## src/rtl/mist1032sa_fifo_drain_if.sv

```systemverilog
// Handshake bundle between a show-ahead FIFO, the drain buffer and its consumer.
// The master side is the environment (FIFO + consumer) and the slave side is the drain stage.
interface mist1032sa_fifo_drain_if #(
  parameter int N = 16
);
  logic         iREMOVE;
  logic         iFIFO_EMPTY;
  logic [N-1:0] iFIFO_DATA;
  logic         oFIFO_RD_EN;
  logic         oVALID;
  logic [N-1:0] oDATA;
  logic         iBUSY;
  logic [1:0]   oBUF_COUNT;
  logic         oIDLE;

  modport master (
    output iREMOVE, iFIFO_EMPTY, iFIFO_DATA, iBUSY,
    input  oFIFO_RD_EN, oVALID, oDATA, oBUF_COUNT, oIDLE
  );

  modport slave (
    input  iREMOVE, iFIFO_EMPTY, iFIFO_DATA, iBUSY,
    output oFIFO_RD_EN, oVALID, oDATA, oBUF_COUNT, oIDLE
  );
endinterface

```

## src/rtl/mist1032sa_fifo_drain.sv

```systemverilog
// Two-entry drain buffer between a show-ahead FIFO and a valid/busy consumer.
// Optional zero-latency bypass when empty: define MIST1032SA_FIFO_DRAIN_BYPASS_EN.
module mist1032sa_fifo_drain #(
  parameter int N = 16
) (
  input  logic                   iCLOCK,
  input  logic                   iRESET,
  mist1032sa_fifo_drain_if.slave bus
);

  localparam logic [1:0] ST_EMPTY = 2'd0;
  localparam logic [1:0] ST_ONE   = 2'd1;
  localparam logic [1:0] ST_FULL  = 2'd2;

  logic [1:0]   b_count_q, b_count_d;
  logic [N-1:0] b_slot0_q, b_slot0_d;
  logic [N-1:0] b_slot1_q, b_slot1_d;
  logic         pop;
  logic         take;
  logic         valid;
  logic [N-1:0] data;

  // The read enable sees only buffer occupancy and FIFO flags, so a consumer
  // stall never reaches the FIFO combinationally.
  assign pop = !bus.iREMOVE && !bus.iFIFO_EMPTY && (b_count_q != ST_FULL);

`ifdef MIST1032SA_FIFO_DRAIN_BYPASS_EN
  logic bypass;
  assign bypass = (b_count_q == ST_EMPTY) && !bus.iFIFO_EMPTY && !bus.iREMOVE;
  assign valid  = ((b_count_q != ST_EMPTY) || bypass) && !bus.iREMOVE;
  assign data   = bypass ? bus.iFIFO_DATA : b_slot0_q;
`else
  assign valid  = (b_count_q != ST_EMPTY) && !bus.iREMOVE;
  assign data   = b_slot0_q;
`endif

  assign take = valid && !bus.iBUSY;

  always_comb begin
    // NOTE: every always_comb output gets a default first so no path infers a latch.
    b_count_d = b_count_q;
    b_slot0_d = b_slot0_q;
    b_slot1_d = b_slot1_q;
    if (bus.iREMOVE) begin
      b_count_d = ST_EMPTY;
    end else begin
      case (b_count_q)
        // With bypass, pop && take in EMPTY consumes the word without storing it.
        ST_EMPTY: begin
          if (pop && !take) begin
            b_count_d = ST_ONE;
            b_slot0_d = bus.iFIFO_DATA;
          end
        end
        ST_ONE: begin
          if (pop && take) begin
            b_slot0_d = bus.iFIFO_DATA;
          end else if (pop) begin
            b_count_d = ST_FULL;
            b_slot1_d = bus.iFIFO_DATA;
          end else if (take) begin
            b_count_d = ST_EMPTY;
          end
        end
        ST_FULL: begin
          if (take) begin
            b_count_d = ST_ONE;
            b_slot0_d = b_slot1_q;
          end
        end
        default: b_count_d = ST_EMPTY;
      endcase
    end
  end

  // NOTE: the two slots are plain flops, so resetting them is cheap and keeps oDATA defined.
  always_ff @(posedge iCLOCK or posedge iRESET) begin
    if (iRESET) begin
      // NOTE: sequential state uses non-blocking assignments so all flops update together.
      b_count_q <= ST_EMPTY;
      b_slot0_q <= '0;
      b_slot1_q <= '0;
    end else begin
      b_count_q <= b_count_d;
      b_slot0_q <= b_slot0_d;
      b_slot1_q <= b_slot1_d;
    end
  end

  assign bus.oFIFO_RD_EN = pop;
  assign bus.oVALID      = valid;
  assign bus.oDATA       = data;
  assign bus.oBUF_COUNT  = b_count_q;
  assign bus.oIDLE       = (b_count_q == ST_EMPTY) && bus.iFIFO_EMPTY;

endmodule

```

## src/flat_wrapper.sv

```systemverilog
// flat-port wrapper written by rule: the top's interface ports become plain ports
module mist1032sa_fifo_drain_flat 
#(
  parameter int N = 16
)
  (iCLOCK, iRESET, bus_iREMOVE, bus_iFIFO_EMPTY, bus_iFIFO_DATA, bus_iBUSY, bus_oFIFO_RD_EN, bus_oVALID, bus_oDATA, bus_oBUF_COUNT, bus_oIDLE);
  mist1032sa_fifo_drain_if #(.N(N)) bus_i ();
  input  logic iCLOCK;
  input  logic iRESET;
  input wire logic [$bits(bus_i.iREMOVE)-1:0] bus_iREMOVE;
  input wire logic [$bits(bus_i.iFIFO_EMPTY)-1:0] bus_iFIFO_EMPTY;
  input wire logic [$bits(bus_i.iFIFO_DATA)-1:0] bus_iFIFO_DATA;
  input wire logic [$bits(bus_i.iBUSY)-1:0] bus_iBUSY;
  output wire logic [$bits(bus_i.oFIFO_RD_EN)-1:0] bus_oFIFO_RD_EN;
  output wire logic [$bits(bus_i.oVALID)-1:0] bus_oVALID;
  output wire logic [$bits(bus_i.oDATA)-1:0] bus_oDATA;
  output wire logic [$bits(bus_i.oBUF_COUNT)-1:0] bus_oBUF_COUNT;
  output wire logic [$bits(bus_i.oIDLE)-1:0] bus_oIDLE;
  assign bus_i.iREMOVE = bus_iREMOVE;
  assign bus_i.iFIFO_EMPTY = bus_iFIFO_EMPTY;
  assign bus_i.iFIFO_DATA = bus_iFIFO_DATA;
  assign bus_i.iBUSY = bus_iBUSY;
  assign bus_oFIFO_RD_EN = bus_i.oFIFO_RD_EN;
  assign bus_oVALID = bus_i.oVALID;
  assign bus_oDATA = bus_i.oDATA;
  assign bus_oBUF_COUNT = bus_i.oBUF_COUNT;
  assign bus_oIDLE = bus_i.oIDLE;
  mist1032sa_fifo_drain #(.N(N)) u_core (.iCLOCK(iCLOCK), .iRESET(iRESET), .bus(bus_i));
endmodule
```

## config.mk

```make
export PLATFORM = sky130hd
export DESIGN_NAME = mist1032sa_fifo_drain_flat
export DESIGN_NICKNAME = d
export VERILOG_FILES = /design/src/rtl/mist1032sa_fifo_drain_if.sv /design/src/rtl/mist1032sa_fifo_drain.sv /design/src/flat_wrapper.sv
export SDC_FILE = /design/constraint.sdc
export NUM_CORES = 1
export LEC_CHECK = 0
export CAP_MARGIN = 20
export CORE_ASPECT_RATIO = 2
export CORE_MARGIN = 2
export CORE_UTILIZATION = 35
export DETAILED_ROUTE_END_ITERATION = 8
export PLACE_DENSITY_LB_ADDON = 0.25
export SLEW_MARGIN = 15
export SYNTH_ARGS = -nofsm -noshare
export SYNTH_HDL_FRONTEND = slang
export SYNTH_SLANG_ARGS = --single-unit
```

## constraint.sdc

```tcl
create_clock -name iCLOCK -period 2.6 [get_ports iCLOCK]
set_clock_uncertainty 0.15 [all_clocks]
set_input_delay 0.26 -clock iCLOCK [delete_from_list [all_inputs] [get_ports iCLOCK]]
set_output_delay 0.26 -clock iCLOCK [all_outputs]
set_load 0.03 [all_outputs]
```

# --- Word-level counts from Yosys, hierarchy flattened ---
# Index checks and enable logic that the tools add are counted.
word_totals:
  regBits: 34
  latch_bits: 0
  mem_bits_rw: 0
  rom_bits: 0
  input_bits: 21
  output_inout_bits: 21
  memories: 0
op_classes:
  add_sub_neg: 0
  n_mul: 0
  div: 0
  order_cmp: 0
  n_eq_ne: 10
  n_shift: 0
  mux: 11
  bitwise: 2
  n_reduce_logical: 17
ops:
  columns: ["cell", "count"]
  rows:
  - ["$mux 16", 3]
  - ["$pmux 16 s3", 1]
  - ["$mux 2", 6]
  - ["$reduce_and 4->1", 2]
  - ["$logic_and 1x1->1", 7]
  - ["$ne 2x1->1 const B", 3]
  - ["$ne 3x2->1 const B", 2]
  - ["$pmux 2 s3", 1]
  - ["$reduce_and 5->1", 1]
  - ["$logic_not 1->1", 4]
  - ["$ne 4x2->1 const B", 1]
  - ["$ne 3x3->1 const B", 1]
  - ["$reduce_bool 3->1", 1]
  - ["$eq 2x1->1 const B", 1]
  - ["$eq 2x2->1 const B", 1]
  - ["$logic_not 2->1", 1]
  - ["$ne 2x2->1 const B", 1]
  - ["$not 1->1", 2]
  - ["$reduce_bool 2->1", 1]

# --- Depth between registers and ports, before layout ---
# Gate-level depths: netlist of the first run.
logic_depth:
  depth_word: 8
  depth_mapped: 6

# --- Worst setup path after synthesis of the first run ---
# OpenSTA, ideal clock, no wires.
synth_timing:
  kind: "register -> output"
  from: "reg u_core.b_count_q[0] (netlist: u_core.bus.oBUF_COUNT[0])"
  to: "out bus_oFIFO_RD_EN"
  arrival_time_ns: 1.775
  t_required_ns: 2.190
  slack_ns: 0.415
  path_stages_with_launch: 6
  cell_sequence: "dfrtp_1 > buf_2 > nor2b_1 > buf_2 > buf_4 > nor3_1"
synth_via:
  elab_chain_cells: 2
synth_lines:
  columns: ["item", "line_no", "source"]
  rows:
  - ["from (decl)", "mist1032sa_fifo_drain.sv:15", "logic [1:0] b_count_q, b_count_d;"]
  - ["from (signal assigned)", "mist1032sa_fifo_drain.sv:84", "b_count_q <= b_count_d;"]
  - ["$ne 2x2->1", "mist1032sa_fifo_drain.sv:25", "assign pop = !bus.iREMOVE && !bus.iFIFO_EMPTY && (b_count_q != ST_FULL);"]
  - ["$logic_and 1x1->1", "mist1032sa_fifo_drain.sv:25", null]
  - ["to (decl)", "flat_wrapper.sv:14", "output wire logic [$bits(bus_i.oFIFO_RD_EN)-1:0] bus_oFIFO_RD_EN;"]
# Every way passes these cells.

# --- Final worst setup path of the first run ---
layout_timing:
  from: "reg u_core.b_count_q[1] (netlist: u_core.bus.oBUF_COUNT[1])"
  to: "reg u_core.b_slot0_q[8] (netlist: u_core.bus.oDATA[8])"
layout_via:
  elab_chain_cells: 7
layout_lines:
  columns: ["item", "line_no", "source"]
  rows:
  - ["$reduce_bool 2->1", "mist1032sa_fifo_drain.sv:33", "assign valid = (b_count_q != ST_EMPTY) && !bus.iREMOVE;"]
  - ["$logic_and 1x1->1", "mist1032sa_fifo_drain.sv:33", null]
  - ["$logic_and 1x1->1", "mist1032sa_fifo_drain.sv:37", "assign take = valid && !bus.iBUSY;"]
  - ["$logic_not 1->1", "mist1032sa_fifo_drain.sv:50", "if (pop && !take) begin"]
  - ["$logic_and 1x1->1", "mist1032sa_fifo_drain.sv:50", null]
  - ["$ne 2x1->1 (no line)", null, null]
  - ["$reduce_and 5->1 (no line)", null, null]
  - ["to (signal assigned)", "mist1032sa_fifo_drain.sv:85", "b_slot0_q <= b_slot0_d;"]
  - ["to (decl)", "mist1032sa_fifo_drain.sv:16", "logic [N-1:0] b_slot0_q, b_slot0_d;"]
# Parallel ways exist; a longest one is shown, timed or not.
# A chain may end at the register's enable or synchronous reset.

==> metrics.csv, run 1 <==
metric,value,unit
min_period,2.34,ns
top_usage_layer,met2,
drive_gt1_share,42.9,%
post_cts_buffers,0,
yosysTopAreaCell,dfrtp_1,
routed_wirelength,3.37,mm
report.final.slew_viol_count,0,
grt_max_degree,35,
fillers,408,
hold_path_class,input port to asynchronous set/reset pin,
core_area,0.00438,mm²
required,2.62,ns
place_area,0.00208,mm²
synth_nets,126,
synth_cells,105,
first_global_vias,1202,
cp_max_fo,16,
use_met1,16.0,%
fmax,427,MHz
drtPass1Iterations,3,
netlist_top_cells_area,"dfrtp_1, mux2_2, mux2_4",
antenna_found_initial,0,
synth.top_cell.area_share,53.1,%
worstMarginPinSlew,1.06,ns
cts.sinks,34,
layout.nets,174,
ff2ff_setup_slack,0.26,ns
avgViaCountPerCell,4.88,
irDropWorstVdd,0.000589,V
slew_headroom,29.5,%
rsz0062_at_grt,false,
ys_seq_area_share,53.1,%
endpoint_kind,flip-flop,
p_leak,0.000917,µW
grt_pass1_wl,5.60,mm
met2_usage,25.3,%
dp_hpwl,2.29,mm
crit_arrival,2.36,ns
final_common_cell,clkdlybuf4s50_1,
globalplace.congestion,0.658,
cts.htree.levels,2,
grt-ovfl-total,0,
dieArea,0.00517,mm²
synth.distinct_cells,19,
io_buffers,41,
timing.final.crit_share,90.0,%
hold_violations,0,
wl_per_cell,16.2,µm
power_density,744,mW/mm²
finalSetupViolations,0,
ios,42,
drcViolationCount,0,
maxCapViolCount,0,
layout_common_cells,"clkdlybuf4s50_1, mux2_2, dfrtp_1, mux2_4, clkbuf_8",
root_buffer,clkbuf_8,
fin_area,0.00217,mm²
dieWidth,51.9,µm
cts_tree,yes,
critical_path_class,flip-flop to flip-flop,
grt_use_met3,3.45,%
yosys_warnings,0,
syn_to_final_growth,35.4,%
globalRouteTotalUtil,14.4,%
synth-seq-cells,34,
dr_total_vias,1015,
die_y,99.7,µm
tns,0,ns
netlist_area,0.00160,mm²
cts_hold_buf,0,
syn_area_per_cell,15.3,µm²
rows,34,
antenna_left,0,
clkTransAtPathRegs,0.07,ns
outcome,completed,
initial_core_util,36.6,%
cts_buffers,5,
clock_path_buffers,2,
clkLatencyLatePin,0.28,ns
drt_iter0_markers,17,
holdWs,0.229,ns
startpoint_type,flip-flop,
antenna_cells,0,
cts_resized,0,
==> worst paths after layout <==
path / from / to / cells after the start
max: u_core.bus.oBUF_COUNT[1]$_DFFE_PP0P_ / u_core.bus.oDATA[8]$_DFFE_PP0P_ / 3
min: iRESET / u_core.bus.oBUF_COUNT[1]$_DFFE_PP0P_ / 3
max reg2reg: u_core.bus.oBUF_COUNT[1]$_DFFE_PP0P_ / u_core.bus.oDATA[8]$_DFFE_PP0P_ / 3
min reg2reg: u_core.b_slot1_q[6]$_DFFE_PP0P_ / u_core.b_slot1_q[6]$_DFFE_PP0P_ / 1
max in group asynchronous: iRESET / u_core.bus.oDATA[9]$_DFFE_PP0P_ / 3
min in group iCLOCK: u_core.b_slot1_q[6]$_DFFE_PP0P_ / u_core.b_slot1_q[6]$_DFFE_PP0P_ / 1
==> sequential cells by signal, indices dropped and copies added (netlist names) <==
| name | cells |
|---|---|
| u_core.bus.oDATA | 16 |
| u_core.b_slot1_q | 16 |
| u_core.bus.oBUF_COUNT | 2 |
==> area by class of cell <==
cell class | instances | area (µm²) | share of cell area (%)
Sequential cell | 34 | 851 | 39.2
Clock inverter | 1 | 5.00 | 0.231
Multi-Input combinational cell | 65 | 708 | 32.6
Inverter | 1 | 3.75 | 0.173
Timing Repair Buffer | 46 | 448 | 20.6
Clock buffer | 7 | 86.3 | 3.98
Tap cell | 54 | 67.6 | 3.11
==> where the power goes <==
part           internal, µW  switching [µW]
logic                   264             220
registers               653            69.8
clock network           214             193
==> synth_stat cells <==
master     n
a21oi_1    2
and2_1     1
buf_12     1
buf_2      3
buf_4      1
dfrtp_1   34
inv_1      1
mux2_2    38
mux2_4    11
nand3_1    1
nand4b_1   1
nor2_1     4
nor2b_1    1
nor3_1     1
nor3b_1    1
o21ba_2    1
o31ai_4    1
or2_2      1
or4_4      1
==> critical path, stage by stage, from the launching register on <==
cell and delay [ns]:
dfrtp_1 0.47, mux2_4 0.35, o31ai_4 0.84, mux2_2 0.42
==> logic make-up (layout without fill, tap and decap cells) <==
logic type	after synthesis	count (layout)	share of synthesized area [%]
simple gates	12	12	4.45
flops	34	34	53.1
buf+inv	6	55	2.89
compound gates	4	4	2.58
mux	49	49	37.0
==> routing by layer <==
metal | vias up | part of all wire (%) | wire length [µm]
met5 | - | 0 | 0
met4 | 0 | 2.1 | 71
met3 | 5 | 3.9 | 131
met2 | 27 | 56 | 1870
met1 | 512 | 38 | 1300
li1 | 471 | - | -
==> per-stage QoR <==
stage / setup slack, ns / power (µW) / cells / util [%]
final: 0.259 / 1610 / 208 / 49.5
after floorplan: 0.415 / 1020 / 105 / -
after global routing: 0.144 / 1690 / 208 / 49.5
after detailed placement: 0.0117 / 1220 / 200 / 47.4
after CTS: 0.228 / 1630 / 208 / 49.5
after global placement: 0.0864 / 1200 / 200 / 47.4
No activity file was read; power rests on OpenSTA's default activity.
==> run 2, diff against run 1 <==
CORE_MARGIN = 4   (was 2)
RECOVER_POWER = 50   (was not set)
==> run 2 against run 1 <==
Against the previous run: power is 3.1% higher; non-clock buffer count is 1 higher; hold slack better by 0.045 ns; register-to-register slack hardly changed; routed wire length is 0.62% lower; global-route usage is 1.9 points lower.
==> metrics.csv, run 2 (synthesis results as in run 1) <==
metric,value,unit,change
outcome,completed,,
critical_path_class,input port to flip-flop,,
required,2.62,ns,about the same
p_leak,0.000932,µW,+1.6%
grt_use_met3,2.99,%,-0.46 points
path_buf_inv,1,,+1
cts.htree.levels,2,,unchanged
initial_core_util,36.6,%,unchanged
final_common_cell,mux2_2,,
rsz0062_at_grt,false,,
drcViolationCount,0,,unchanged
grt-ovfl-total,0,,unchanged
grt_pass1_wl,5.70,mm,+1.7%
fin_area,0.00219,mm²,+0.98%
drtPass1Iterations,4,,+1
place_area,0.00209,mm²,+0.36%
clkTransAtPathRegs,0.07,ns,about the same
globalRouteTotalUtil,12.5,%,-1.9 points
routed_wirelength,3.35,mm,-0.62%
io_buffers,41,,unchanged
power_density,759,mW/mm²,+2.1%
dieWidth,55.9,µm,+7.7%
hold_path_class,input port to asynchronous set/reset pin,,
ff2ff_setup_slack,0.25,ns,about the same
antenna_cells,0,,unchanged
min_period,2.36,ns,+0.0238 ns
cts_tree,yes,,
top_usage_layer,met2,,
ios,42,,unchanged
use_met1,13.2,%,-2.8 points
path_cells,dlygate4sd3_1 -> mux2_4 -> o31ai_4 -> mux2_2,,
cts_hold_buf,0,,unchanged
cts.sinks,34,,unchanged
cpPeakStageDelay,0.84,ns,about the same
met2_usage,22.6,%,-2.7 points
antenna_left,0,,unchanged
p_total,1660,µW,+3.1%
finalSetupViolations,0,,unchanged
report.final.slew_viol_count,0,,unchanged
maxCapViolCount,0,,unchanged
root_buffer,clkbuf_8,,
slew_headroom,20.4,%,-9.1 points
avgViaCountPerCell,4.84,,-0.77%
cp_max_fo,16,,unchanged
first_global_vias,1163,,-3.2%
crit_arrival,2.38,ns,+0.02 ns
cts_resized,0,,unchanged
worstMarginPinSlew,1.19,ns,+0.136 ns
startpoint_type,input port,,
cts_buffers,5,,unchanged
wl_per_cell,16.0,µm,-1.1%
post_cts_buffers,0,,unchanged
layout.nets,175,,+0.57%
cpLargestDelayFamily,compound AO/OA/AOI/OAI gates,,
irDropWorstVdd,0.000589,V,+0.17%
layout_common_cells,"mux2_2, dfrtp_1, clkdlybuf4s50_1, mux2_4, dlygate4sd3_1",,
endpoint_kind,flip-flop,,
dieArea,0.00579,mm²,+12%
dp_hpwl,2.47,mm,+7.6%
tns,0,ns,unchanged
drive_gt1_share,43.2,%,+0.37 points
fmax,423,MHz,-1.0%
drt_iter0_markers,26,,+9
die_y,104,µm,+4.0%
clkLatencyLatePin,0.29,ns,about the same
timing.final.crit_share,90.9,%,+0.91 points
grt_max_degree,23,,-34%
core_area,0.00438,mm²,unchanged
dr_total_vias,1012,,-0.30%
globalplace.congestion,0.684,,+3.8%
antenna_found_initial,0,,unchanged
clock_path_buffers,2,,unchanged
slowest_stage,o31ai_4,,
rows,34,,unchanged
hold_violations,0,,unchanged
syn_to_final_growth,36.7,%,
[run 2: worst register-to-register path: cells and delay by family (launching register included)]
family,cells,cell delay [ns]
flip-flops,1,0.47
multiplexers,2,0.77
AO/OA/AOI/OAI,1,0.84
[run 2: final cells by class]
cell class,count,area [µm²]
timing repair buffer,47,452
clock buffer,5,68.8
tap,54,67.6
clock inverter,3,40.0
sequential,34,851
inverter,1,3.75
fill,391,2190
multi-input combinational,65,708
[run 2: per-layer routing]
metal | wire, µm | part of all wire [%]
met3 | 174 | 5.2
met4 | 78 | 2.3
met2 | 1830 | 55
met1 | 1270 | 38
met5 | 0 | 0
[run 2: stage by stage]
step                hold slack, ns  util (%)  worst slack [ns]  instances
detailed placement           0.337      47.6            0.0128        201
global placement             0.331      47.6            0.0784        201
CTS                          0.150      50.1             0.189        209
floorplan                    0.180         -             0.415        105
finish                       0.274      50.0             0.236        209
global route                 0.315      50.0             0.113        209
[run 2: path summary, 6_finish.rpt]
kind | end | depth (start not counted) | start
worst min register to register | u_core.b_slot1_q[12]$_DFFE_PP0P_ | 1 | u_core.b_slot1_q[12]$_DFFE_PP0P_
max in group asynchronous | u_core.b_slot1_q[0]$_DFFE_PP0P_ | 3 | iRESET
min in group iCLOCK | u_core.b_slot1_q[12]$_DFFE_PP0P_ | 1 | u_core.b_slot1_q[12]$_DFFE_PP0P_
worst max-delay path | u_core.bus.oDATA[4]$_DFFE_PP0P_ | 4 | bus_iBUSY
worst max register to register | u_core.bus.oDATA[4]$_DFFE_PP0P_ | 3 | u_core.bus.oBUF_COUNT[1]$_DFFE_PP0P_
worst min-delay path | u_core.b_slot1_q[13]$_DFFE_PP0P_ | 2 | iRESET
[run 2: power by group]
part | internal, µW | switching, µW
Combinational | 252 | 222
Clock | 282 | 192
Sequential | 653 | 62.6
==> run 3, diff against run 2 <==
REMOVE_ABC_BUFFERS = 1   (was not set)
==> run 3 against run 2 <==
Against the previous run: die area stayed put; worst setup slack better by 0.071 ns; global-route usage increased by 0.24 points; via count is 0.89% higher; critical path depth shrank 1; design area is 0.11% lower; power shrank 4.1%; routed wire length increased by 2.8%; maximum frequency rose by 3.1%; largest cell class unchanged; core utilization down 0.057 points.
==> metrics.csv, run 3 (synthesis results as in run 1) <==
metric,value,unit,change
outcome,completed,,
antenna_cells,0,,unchanged
avgViaCountPerCell,4.86,,+0.41%
cts_hold_buf,0,,unchanged
startpoint_type,flip-flop,,
tns,0,ns,unchanged
irDropWorstVdd,0.000423,V,-28%
ios,42,,unchanged
rows,34,,unchanged
fin_area,0.00219,mm²,-0.11%
use_met1,12.9,%,-0.29 points
worstMarginPinSlew,1.14,ns,-0.0502 ns
report.final.slew_viol_count,0,,unchanged
hold_violations,0,,unchanged
layout_common_cells,"mux2_2, dfrtp_1, clkdlybuf4s50_1, mux2_4, dlygate4sd3_1",,
grt_use_met3,3.36,%,+0.37 points
path_cells,nor2b_2 -> nor3_1 -> clkdlybuf4s50_1,,
die_y,104,µm,unchanged
reg2regPathDepth,4,,+1
syn_to_final_growth,36.5,%,
fillers,398,,+1.8%
r2r_end,u_core.bus.oDATA[8]$_DFFE_PP0P_,,
path_buf_inv,1,,unchanged
maxCapViolCount,0,,unchanged
slowest_stage,clkdlybuf4s50_1,,
core_area,0.00438,mm²,unchanged
post-route-util,49.9,%,-0.057 points
clock_path_buffers,2,,unchanged
post_cts_buffers,0,,unchanged
initial_core_util,36.6,%,unchanged
grt_pass1_wl,5.69,mm,-0.25%
cts.sinks,34,,unchanged
globalRouteTotalUtil,12.8,%,+0.24 points
antenna_found_initial,0,,unchanged
hold_path_class,input port to asynchronous set/reset pin,,
crit_arrival,1.88,ns,-0.50 ns
timing.final.crit_share,88.2,%,-2.7 points
drtPass1Iterations,2,,-2
io_buffers,41,,unchanged
cpLargestDelayFamily,buffers and inverters,,
ff2ff_setup_slack,0.42,ns,+0.17 ns
cpPeakStageDelay,0.60,ns,-0.24 ns
cp_max_fo,8,,-8
holdWs,0.298,ns,+0.0243 ns
drive_gt1_share,42.9,%,-0.28 points
final_common_cell,mux2_2,,
wl_per_cell,16.4,µm,+2.3%
endpoint_kind,primary output,,
fmax,436,MHz,+3.1%
root_buffer,clkbuf_8,,
dieWidth,55.9,µm,unchanged
cts_tree,yes,,
finalSetupViolations,0,,unchanged
layout.nets,176,,+0.57%
globalplace.congestion,0.750,,+9.7%
slew_headroom,23.8,%,+3.3 points
grt-ovfl-total,0,,unchanged
met2_usage,23.5,%,+0.85 points
drt_iter0_markers,6,,-77%
rsz0062_at_grt,false,,
grt_max_degree,22,,-4.3%
dp_hpwl,2.56,mm,+3.5%
clkLatencyLatePin,0.28,ns,about the same
required,2.19,ns,-0.43 ns
dieArea,0.00579,mm²,unchanged
cts.htree.levels,2,,unchanged
place_area,0.00209,mm²,unchanged
top_usage_layer,met2,,
cts_resized,0,,unchanged
cts_buffers,5,,unchanged
drcViolationCount,0,,unchanged
routed_wirelength,3.45,mm,+2.8%
antenna_left,0,,unchanged
r2r_start,u_core.bus.oBUF_COUNT[1]$_DFFE_PP0P_,,
p_leak,0.000929,µW,-0.30%
first_global_vias,1134,,-2.5%
min_period,2.29,ns,-0.0706 ns
power_density,729,mW/mm²,-4.0%
critical_path_class,flip-flop to primary output,,
dr_total_vias,1021,,+0.89%
clkTransAtPathRegs,0.07,ns,about the same
run 3: cell types whose count changed in the layout (fill, tap and decap cells not counted), sizes merged:
cell / delta
clkinv: -1
clkbuf: +2
bufinv: -1
dlygate4sd3: -1
buf: +1
clkdlybuf4s50: +1
run 3: through the flow:
stage,setup slack (ns),power (µW),std cells
after floorplan,0.198,1010,100
after global placement,0.0863,1200,201
after detailed placement,-0.0343,1220,201
after CTS,0.196,1630,209
after global routing,0.203,1670,210
final,0.306,1590,210
run 3: power breakdown:
group	switching [µW]	internal [µW]
combinational	221	256
clock	184	213
sequential	66.9	654
run 3: metal layers:
layer | share of wire (%) | vias to the layer above
li1 | - | 474
met1 | 37 | 508
met2 | 55 | 31
met3 | 4.7 | 8
met4 | 3.1 | 0
met5 | 0 | -
run 3: worst max path at each step:
stage                                                   to  slack [ns]                                 start  depth (start not counted)
after floorplan           u_core.bus.oDATA[15]$_DFFE_PP0P_        0.20  u_core.bus.oBUF_COUNT[1]$_DFFE_PP0P_                          3
after global placement     u_core.bus.oDATA[6]$_DFFE_PP0P_        0.09                       bus_iFIFO_EMPTY                          4
after detailed placement  u_core.bus.oDATA[15]$_DFFE_PP0P_       -0.03                       bus_iFIFO_EMPTY                          4
after CTS                 u_core.bus.oDATA[15]$_DFFE_PP0P_        0.20  u_core.bus.oBUF_COUNT[1]$_DFFE_PP0P_                          3
after global routing                       bus_oFIFO_RD_EN        0.20  u_core.bus.oBUF_COUNT[1]$_DFFE_PP0P_                          3
final                                      bus_oFIFO_RD_EN        0.31  u_core.bus.oBUF_COUNT[1]$_DFFE_PP0P_                          3
run 3: cell type report:
| class | count | area [µm²] | share of cell area (%) |
|---|---|---|---|
| Clock buffer | 7 | 86.3 | 3.95 |
| Inverter | 1 | 3.75 | 0.172 |
| Timing Repair Buffer | 48 | 467 | 21.3 |
| Sequential cell | 34 | 851 | 38.9 |
| Clock inverter | 1 | 5.00 | 0.229 |
| Multi-Input combinational cell | 65 | 708 | 32.4 |
| Tap cell | 54 | 67.6 | 3.09 |
run 3: worst register-to-register path: stages (launching register included):
cell and delay, ns:
dfrtp_1 0.46, mux2_4 0.35, o31ai_4 0.51, buf_8 0.24
mux2_2 0.34
==> variant: new RTL, config.mk and constraints of run 3 <==
`N` is set to 16 in 3 places; all go to 15.
--- a/src/rtl/mist1032sa_fifo_drain_if.sv
+++ b/src/rtl/mist1032sa_fifo_drain_if.sv
@@ -1,7 +1,7 @@
 // Handshake bundle between a show-ahead FIFO, the drain buffer and its consumer.
 // The master side is the environment (FIFO + consumer) and the slave side is the drain stage.
 interface mist1032sa_fifo_drain_if #(
-  parameter int N = 16
+  parameter int N = 15
 );
   logic         iREMOVE;
   logic         iFIFO_EMPTY;
--- a/src/rtl/mist1032sa_fifo_drain.sv
+++ b/src/rtl/mist1032sa_fifo_drain.sv
@@ -1,7 +1,7 @@
 // Two-entry drain buffer between a show-ahead FIFO and a valid/busy consumer.
 // Optional zero-latency bypass when empty: define MIST1032SA_FIFO_DRAIN_BYPASS_EN.
 module mist1032sa_fifo_drain #(
-  parameter int N = 16
+  parameter int N = 15
 ) (
   input  logic                   iCLOCK,
   input  logic                   iRESET,
--- a/src/flat_wrapper.sv
+++ b/src/flat_wrapper.sv
@@ -1,7 +1,7 @@
 // flat-port wrapper written by rule: the top's interface ports become plain ports
 module mist1032sa_fifo_drain_flat 
 #(
-  parameter int N = 16
+  parameter int N = 15
 )
   (iCLOCK, iRESET, bus_iREMOVE, bus_iFIFO_EMPTY, bus_iFIFO_DATA, bus_iBUSY, bus_oFIFO_RD_EN, bus_oVALID, bus_oDATA, bus_oBUF_COUNT, bus_oIDLE);
   mist1032sa_fifo_drain_if #(.N(N)) bus_i ();
Ports: changed (resized bus_iFIFO_DATA and bus_oDATA); port bits go from 42 to 40. No check against the original RTL was run, so the function may have changed too.
==> variant against run 3 <==
The run now ends with max-capacitance violations, max-slew violations left. First-iteration DRC count rose to 3.8 times the old value. Synthesized area fell by 5.2%. Design area down 5.8%. Sequential power decreased by 6.1%. Sequential cell count down 2. Power shrank 4.3%. Worst setup slack worse by 0.051 ns. Routed wire length is 14% lower.
==> variant: results <==
{
  "grt_pass1_wl_um": 4820,
  "violations": "max-capacitance violations, max-slew violations",
  "worstMarginPinSlew_ns": 1.75,
  "synth_area_leaders": "dfrtp_1 53%, mux2_2 26%, mux2_4 11%",
  "clock_sinks": 32,
  "synth_commonest_cells": "35 x mux2_2, 32 x dfrtp_1, 11 x mux2_4",
  "timing.hold.ws_ns": 0.351,
  "multi_input_area_share_pct": 32.7,
  "slowest_delay_ns": 0.80,
  "synth_mux_area_share_pct": 36.8,
  "well_tap_count": 52,
  "synth-compound-area-share_pct": 2.72,
  "port_buffers": 39,
  "crit_fanout": 15,
  "wirelength_um": 2960,
  "yosysSeqAreaShare_pct": 52.7,
  "r2r.worst_path.cells": 3,
  "grt_usage_pct": 12.0,
  "grt_pass1_vias": 1056,
  "signal_buffer_area_fraction_pct": 20.4,
  "drive_gt1_share_pct": 40.8,
  "fin_nets": 167,
  "hpwl_um": 2140,
  "syn_avg_cell_area_um2": 15.2,
  "finalMaxSlewViolations": 33,
  "dpl_cell_area_um2": 1980,
  "nFillCells": 377,
  "worstSetupStartpoint": "bus_iFIFO_EMPTY",
  "status": "complete, but fails checks",
  "first_pass_iters": 4,
  "wl_per_cell_um": 14.9,
  "area_delta_synth_final_pct": 35.7,
  "maxCapViolCount": 1,
  "dp.cells": 192,
  "multi_input_gates": 62,
  "crit_family": "compound AO/OA/AOI/OAI gates",
  "grt_max_degree": 33,
  "reg2reg_slack_ns": 0.31
}
==> variant: cell types whose count changed in the layout (fill, tap and decap cells not counted) <==
cell,change
clkbuf_1,+2
clkdlybuf4s50_1,+7
dlygate4sd3_1,-9
dfrtp_1,-2
mux2_2,-3
buf_4,-3
buf_8,-1
clkinv_2,-1
clkbuf_8,+1
==> variant: where the power goes <==
part	total, mW	internal, mW	switching [mW]
Combinational	0.450	0.248	0.202
Sequential	0.676	0.615	0.0605
Clock	0.400	0.235	0.165
Total	1.53	1.10	0.427
==> variant: worst reg2reg max path, stage by stage (launching register included) <==
cell     delay [ns]
dfrtp_1        0.46
mux2_4         0.35
o31ai_4        0.80
mux2_2         0.42
==> variant: metal layers <==
metal  routed length (um)  vias up  global-route usage, %  share of wire (%)
li1                     -      450                      -                  -
met1                 1230      463                   14.1                 42
met2                 1530       27                   19.7                 52
met3                  139        5                   2.95                4.7
met4                   65        0                   5.76                2.2
met5                    0        -                      0                  0
